[config.mk]
export PLATFORM = sky130hd
export DESIGN_NAME = score_keeper
export DESIGN_NICKNAME = d
export VERILOG_FILES = /design/src/rtl/score_keeper.sv
export SDC_FILE = /design/constraint.sdc
export NUM_CORES = 1
export LEC_CHECK = 0
export CAP_MARGIN = 20
export CELL_PAD_IN_SITES_DETAIL_PLACEMENT = 1
export CELL_PAD_IN_SITES_GLOBAL_PLACEMENT = 1
export CORE_UTILIZATION = 37
export DETAILED_ROUTE_END_ITERATION = 8
export PLACE_DENSITY = 0.81
export SYNTH_ARGS = -nofsm -noshare
export SYNTH_HDL_FRONTEND = slang
export SYNTH_SLANG_ARGS = --single-unit
export TNS_END_PERCENT = 5
[constraint.sdc]
create_clock -name i_clk -period 3.7 [get_ports i_clk]
set_input_delay 0.74 -clock i_clk [delete_from_list [all_inputs] [get_ports i_clk]]
set_output_delay 0.74 -clock i_clk [all_outputs]
set_load 0.1 [all_outputs]
[src/rtl/score_keeper.sv]
// score_keeper: packed-BCD score accumulator adding base(lines)*(level+1) one digit per cycle.
// Optional HIGH_SCORE_EN macro adds a best-score register; without it high_score_digits is tied to zero.
module score_keeper #(
   parameter int NUM_DIGITS = 6,
   parameter int LEVEL_W    = 4
) (
   input  logic                    i_clk,
   input  logic                    i_reset_n,
   input  logic                    i_new_game,
   input  logic                    i_evt_valid,
   output logic                    o_evt_ready,
   input  logic [2:0]              i_lines_cleared,
   input  logic [LEVEL_W-1:0]      i_level,
   output logic [4*NUM_DIGITS-1:0] o_score_digits_out,
   output logic                    o_score_updated,
   output logic [4*NUM_DIGITS-1:0] o_high_score_digits
);
   localparam int SW = 4 * NUM_DIGITS;
   typedef enum logic [1:0] {IDLE, ADD, COMMIT} state_t;
   state_t          r_state, w_next;
   logic [SW-1:0]   r_acc, r_addend, r_score, w_base;
   logic [4:0]      r_reps;
   logic [2:0]      r_idx;
   logic            r_carry, r_upd;
   logic            w_accept, w_last, w_ovf, w_sat;
   logic [4:0]      w_sum;
   logic [3:0]      w_dig;
   assign o_evt_ready        = (r_state == IDLE);
   assign o_score_digits_out = r_score;
   assign o_score_updated    = r_upd;
   assign w_accept = i_evt_valid & o_evt_ready & ~i_new_game;
   assign w_base   = (i_lines_cleared == 3'd1) ? SW'(24'h000040) :
                     (i_lines_cleared == 3'd2) ? SW'(24'h000100) :
                     (i_lines_cleared == 3'd3) ? SW'(24'h000300) :
                     (i_lines_cleared == 3'd4) ? SW'(24'h001200) : '0;
   assign w_sum  = {1'b0, r_acc[{r_idx, 2'b00} +: 4]} + {1'b0, r_addend[{r_idx, 2'b00} +: 4]} + {4'b0, r_carry};
   assign w_ovf  = (w_sum > 5'd9);
   assign w_dig  = w_ovf ? 4'(w_sum - 5'd10) : w_sum[3:0];
   assign w_last = (r_idx == 3'(NUM_DIGITS - 1));
   assign w_sat  = w_last & w_ovf;
   // Next state: new_game wins; zero-point events are absorbed in IDLE; a top-digit carry ends the add early.
   always_comb begin
      w_next = r_state;
      w_next = i_new_game           ? IDLE :
               (r_state == IDLE)    ? ((w_accept && w_base != '0) ? ADD : IDLE) :
               (r_state == ADD)     ? ((w_last && (w_ovf || r_reps == 5'd1)) ? COMMIT : ADD) :
                                      IDLE;
   end
   // State register.
   always_ff @(posedge i_clk or negedge i_reset_n) begin
      if (!i_reset_n) r_state <= IDLE;
      else            r_state <= w_next;
   end
   // Datapath: latch the event, add one digit per cycle, publish the accumulator only on COMMIT.
   always_ff @(posedge i_clk or negedge i_reset_n) begin
      if (!i_reset_n) begin
         r_acc    <= '0;
         r_addend <= '0;
         r_score  <= '0;
         r_reps   <= '0;
         r_idx    <= '0;
         r_carry  <= 1'b0;
         r_upd    <= 1'b0;
      end else if (i_new_game) begin
         r_acc   <= '0;
         r_score <= '0;
         r_reps  <= '0;
         r_idx   <= '0;
         r_carry <= 1'b0;
         r_upd   <= 1'b0;
      end else begin
         r_upd <= (r_state == COMMIT);
         if (r_state == COMMIT) r_score <= r_acc;
         if (w_accept) begin
            r_addend <= w_base;
            r_reps   <= 5'(i_level) + 5'd1;
            r_idx    <= '0;
            r_carry  <= 1'b0;
         end else if (r_state == ADD) begin
            if (w_sat) begin
               r_acc <= {NUM_DIGITS{4'h9}};
            end else begin
               r_acc[{r_idx, 2'b00} +: 4] <= w_dig;
               r_idx   <= w_last ? 3'd0 : r_idx + 3'd1;
               r_carry <= w_last ? 1'b0 : w_ovf;
               if (w_last) r_reps <= r_reps - 5'd1;
            end
         end
      end
   end
`ifdef HIGH_SCORE_EN
   logic [SW-1:0] r_high;
   assign o_high_score_digits = r_high;
   // Best score survives new_game; only reset clears it. Packed BCD orders like unsigned binary.
   always_ff @(posedge i_clk or negedge i_reset_n) begin
      if (!i_reset_n)                                              r_high <= '0;
      else if (r_state == COMMIT && !i_new_game && r_acc > r_high) r_high <= r_acc;
   end
`else
   assign o_high_score_digits = '0;
`endif
endmodule
==> summary.txt <==
Setup path
  – CP max stage delay: 0.47 ns
  – Critical path, cell by cell: or2_2, o22ai_1, a21oi_1, fa_1, inv_1, fa_2, buf_4, or2b_1, a22o_1, a211oi_1, mux2i_1, buf_4, a211oi_2, nor2_1
  – Top delay family on crit path: compound AO/OA/AOI/OAI gates
  – Slack of the worst reg-to-reg path: 0.14 ns
  – CP Data Required Time: 3.94 ns
  – R2R depth: 14
  – Number of buffers and inverters on the critical path: 3
  – Crit path arrival time: 3.80 ns
  – Kind of critical path: flop to flop
  – Critical R2R Launch: r_idx[1]
  – Crit path max-delay cell type: fa_2
  – Startpoint type of the worst setup path: flop
  – Critical path depth in cells: 14
  – Critical Path Fanout Max: 5
  – Most used cell, CP: buf_4
  – Worst reg2reg endpoint: r_acc[23]
  – CP endpoint kind: flop

STA
  – Final hold violation count: 0
  – Slew HR: 28.7%
  – Worst hold slack: 0.346 ns
  – Period utilization: 96.1%
  – Setup violators final: 0
  – Highest clock rate: 281 MHz
  – Max Slew Vio Count: 0
  – Final Critical Period: 3.56 ns
  – Worst-Margin Slew: 1.06 ns
  – Final WS setup: 0.144 ns
  – Clock Skew: 0.0112 ns

Logic synthesis
  – Adder-cell share of the synthesized area: 5.17%
  – Synth unique cells: 56
  – Post-synthesis async set-or-reset flop share: 100%
  – Synth Cell Area: 3680 µm²
  – Main combinational cell family by area after synthesis: compound AO/OA/AOI/OAI gates
  – YS warnings: 0
  – Post-synthesis xor/xnor area fraction: 1.87%
  – Post-synthesis sequential area ratio: 43.5%
  – Post-synth top flop: dfrtp_1
  – Mean Syn Cell Area: 9.84 µm²
  – Yosys reg bits: 64
  – Post-synth EDFFs: 0
  – Synth Area in Simple Gates: 16.6%
  – Synth Area in Compound Gates: 19.7%
  – Post-Synthesis Cells: 374
  – Mux cell area share after synthesis: 5.00%

GRT
  – Antenna violations before repair: 0
  – Total grt overflow: 0
  – Vias in the first global route: 3300
  – GRT Util Overall: 22.7%
  – Largest net degree at the start of global routing: 26
  – Global-route wire length before repair: 17400 µm

Floorplan
  – Die ar.: 10400 µm²
  – Core ar.: 9730 µm²
  – Initial Util: 37.8%
  – Die height: 102 µm
  – IO Pins: 61
  – Chip width: 102 µm
  – Rows: 36

Placement
  – Placed cell areas: 4280 µm²
  – Setup slack at placement: -0.0647 ns
  – GPL Wtd Cong: 0.907
  – DP Cell Count: 560
  – HPWL Detailed: 8280 µm
  – Port Buffers: 36

Finish
  – Final Util: 47.0%
  – Non-Filler Instances: 577
  – Final Cell Area: 4570 µm²
  – Layout area overhead: 24.1%
  – Nets: 464
  – Share of layout cells above drive strength 1: 17.1%
  – Antenna Cells: 0

Route
  – Avg Vias per Cell: 5.58
  – Vias: 3219
  – Pre-antenna DRT Iters: 4
  – DRT antenna net count: 0
  – Wire per inst: 19.2 µm
  – Final wirelength: 11100 µm
  – Initial DRC Count: 197
  – DRC viols: 0

Worst hold path
  – Hold WC Path Type: input port to asynchronous set/reset pin

Flow run
  – Max cap viols: 0

Clock tree
  – Longest Clk Path Bufs: 2
  – Max H-tree Level: 3
  – Clock tree sinks: 64
  – Worst-path clk slew: 0.08 ns
  – Clk_lat worst skew: 0.36 ns
  – Root Buffer: clkbuf_8
  – TritonCTS buffer count: 9
  – CTS tree: built
  – # hold bufs at CTS: 0

Pwr
  – Maximum vdd drop: 0.155 mV
  – Leak Pwr: 2.01 nW
  – PD cells: 375 nW/µm²

Outcome
  – Status: complete, no violations
cells in the final DEF (no fill, tap or decap), drive strengths merged, types with 3 or more instances in the layout:
master,synthesis,final
dfrtp,64,64
o22ai,4,4
o21ai,15,15
buf,28,35
clkdlybuf4s50,0,34
nand3b,3,3
xnor2,4,4
nor2,42,42
mux2,4,4
a311oi,4,4
nand4,4,4
a31oi,6,6
nand2,26,26
a221oi,3,3
a22o,34,34
a211oi,6,6
mux2i,9,9
nand3,11,11
nor3,10,10
xor2,3,3
ha,12,12
inv,14,14
a32o,4,4
and2,3,3
clkbuf,10,9
conb,1,24
a21oi,14,14
nor2b,3,3
nand2b,6,6
nor4,3,3
clkinvlp,0,3
per-stage QoR:
stage | power, mW | TNS, ns
2_1_floorplan | 0.978 | 0
3_3_place_gp | 1.03 | 0
3_5_place_dp | 1.04 | -0.116
4_1_cts | 1.71 | 0
5_1_grt | 1.78 | -0.207
6_report | 1.72 | 0
worst max-delay path by stage:
stage	from	to	slack (ns)
after floorplan	r_idx[0]	r_acc[18]	0.04
after global placement	r_idx[0]	r_acc[21]	0.07
after detailed placement	r_idx[0]	r_reps[1]	-0.06
after CTS	r_idx[1]	r_acc[4]	0.04
after global routing	r_idx[1]	r_acc[4]	-0.08
final	r_idx[1]	r_acc[23]	0.14
report_power, final:
| part | internal (mW) | switching, mW |
|---|---|---|
| clock | 0.378 | 0.295 |
| combinational | 0.0769 | 0.237 |
| sequential | 0.714 | 0.0145 |
| total | 1.17 | 0.546 |
cells in the mapped netlist, drive strengths merged (9+ instances only):
cell    instances  area, µm²
mux2i           9       90.1
a21oi          14       73.8
a22o           34        298
nor2           42        158
o21ai          15       75.1
nand3          11       55.1
nand2          26       97.6
ha             12        150
inv            14       52.6
nor3           10       55.1
dfrtp          64       1600
clkbuf         10       37.5
buf            28        205
kinds of logic (layout without fill, tap and decap cells):
| family | count (synthesis) | in the layout |
|---|---|---|
| multiplexers | 15 | 15 |
| AO/OA/AOI/OAI | 96 | 96 |
| buffers and inverters | 52 | 99 |
| adder cells (fa/ha/maj) | 14 | 14 |
| XOR/XNOR | 7 | 7 |
| flip-flops | 64 | 64 |
| AND/OR/NAND/NOR | 125 | 125 |
| other | 1 | 24 |
layout make-up:
class                           count  area, µm²
Fill cell                        1125       5160
Clock buffer                        9        124
Sequential cell                    64       1600
Inverter                           14       52.6
Clock inverter                      7       96.3
Multi-Input combinational cell    281       1930
Timing Repair Buffer               69        598
Tap cell                          133        166
routing by layer:
| metal | global-route usage, % | part of all wire [%] |
|---|---|---|
| met5 | 0 | 0 |
| met4 | 12.5 | 3.0 |
| met3 | 3.73 | 4.5 |
| met2 | 37.7 | 50 |
| met1 | 28.1 | 42 |
what timing repair did:
item,4_1_cts,5_1_grt
pin swaps,0,0
gates resized for setup,2,12
buffers inserted,0,1
setup endpoints to repair,7,26
sequential cells by signal (all words and copies together) (netlist names):
register	flops
o_score_digits_out	24
r_acc	24
r_reps	5
r_addend	4
r_idx	3
r_state	2
o_score_updated	1
r_carry	1
worst reg2reg max path, stage by stage, from the launching register on:
cell and delay, ns:
dfrtp_1 0.38, or2_2 0.33, o22ai_1 0.20, a21oi_1 0.08, fa_1 0.43, inv_1 0.09, fa_2 0.47, buf_4 0.16
or2b_1 0.21, a22o_1 0.18, a211oi_1 0.24, mux2i_1 0.15, buf_4 0.19, a211oi_2 0.25, nor2_1 0.08
Power figures use the tool's default switching activity.
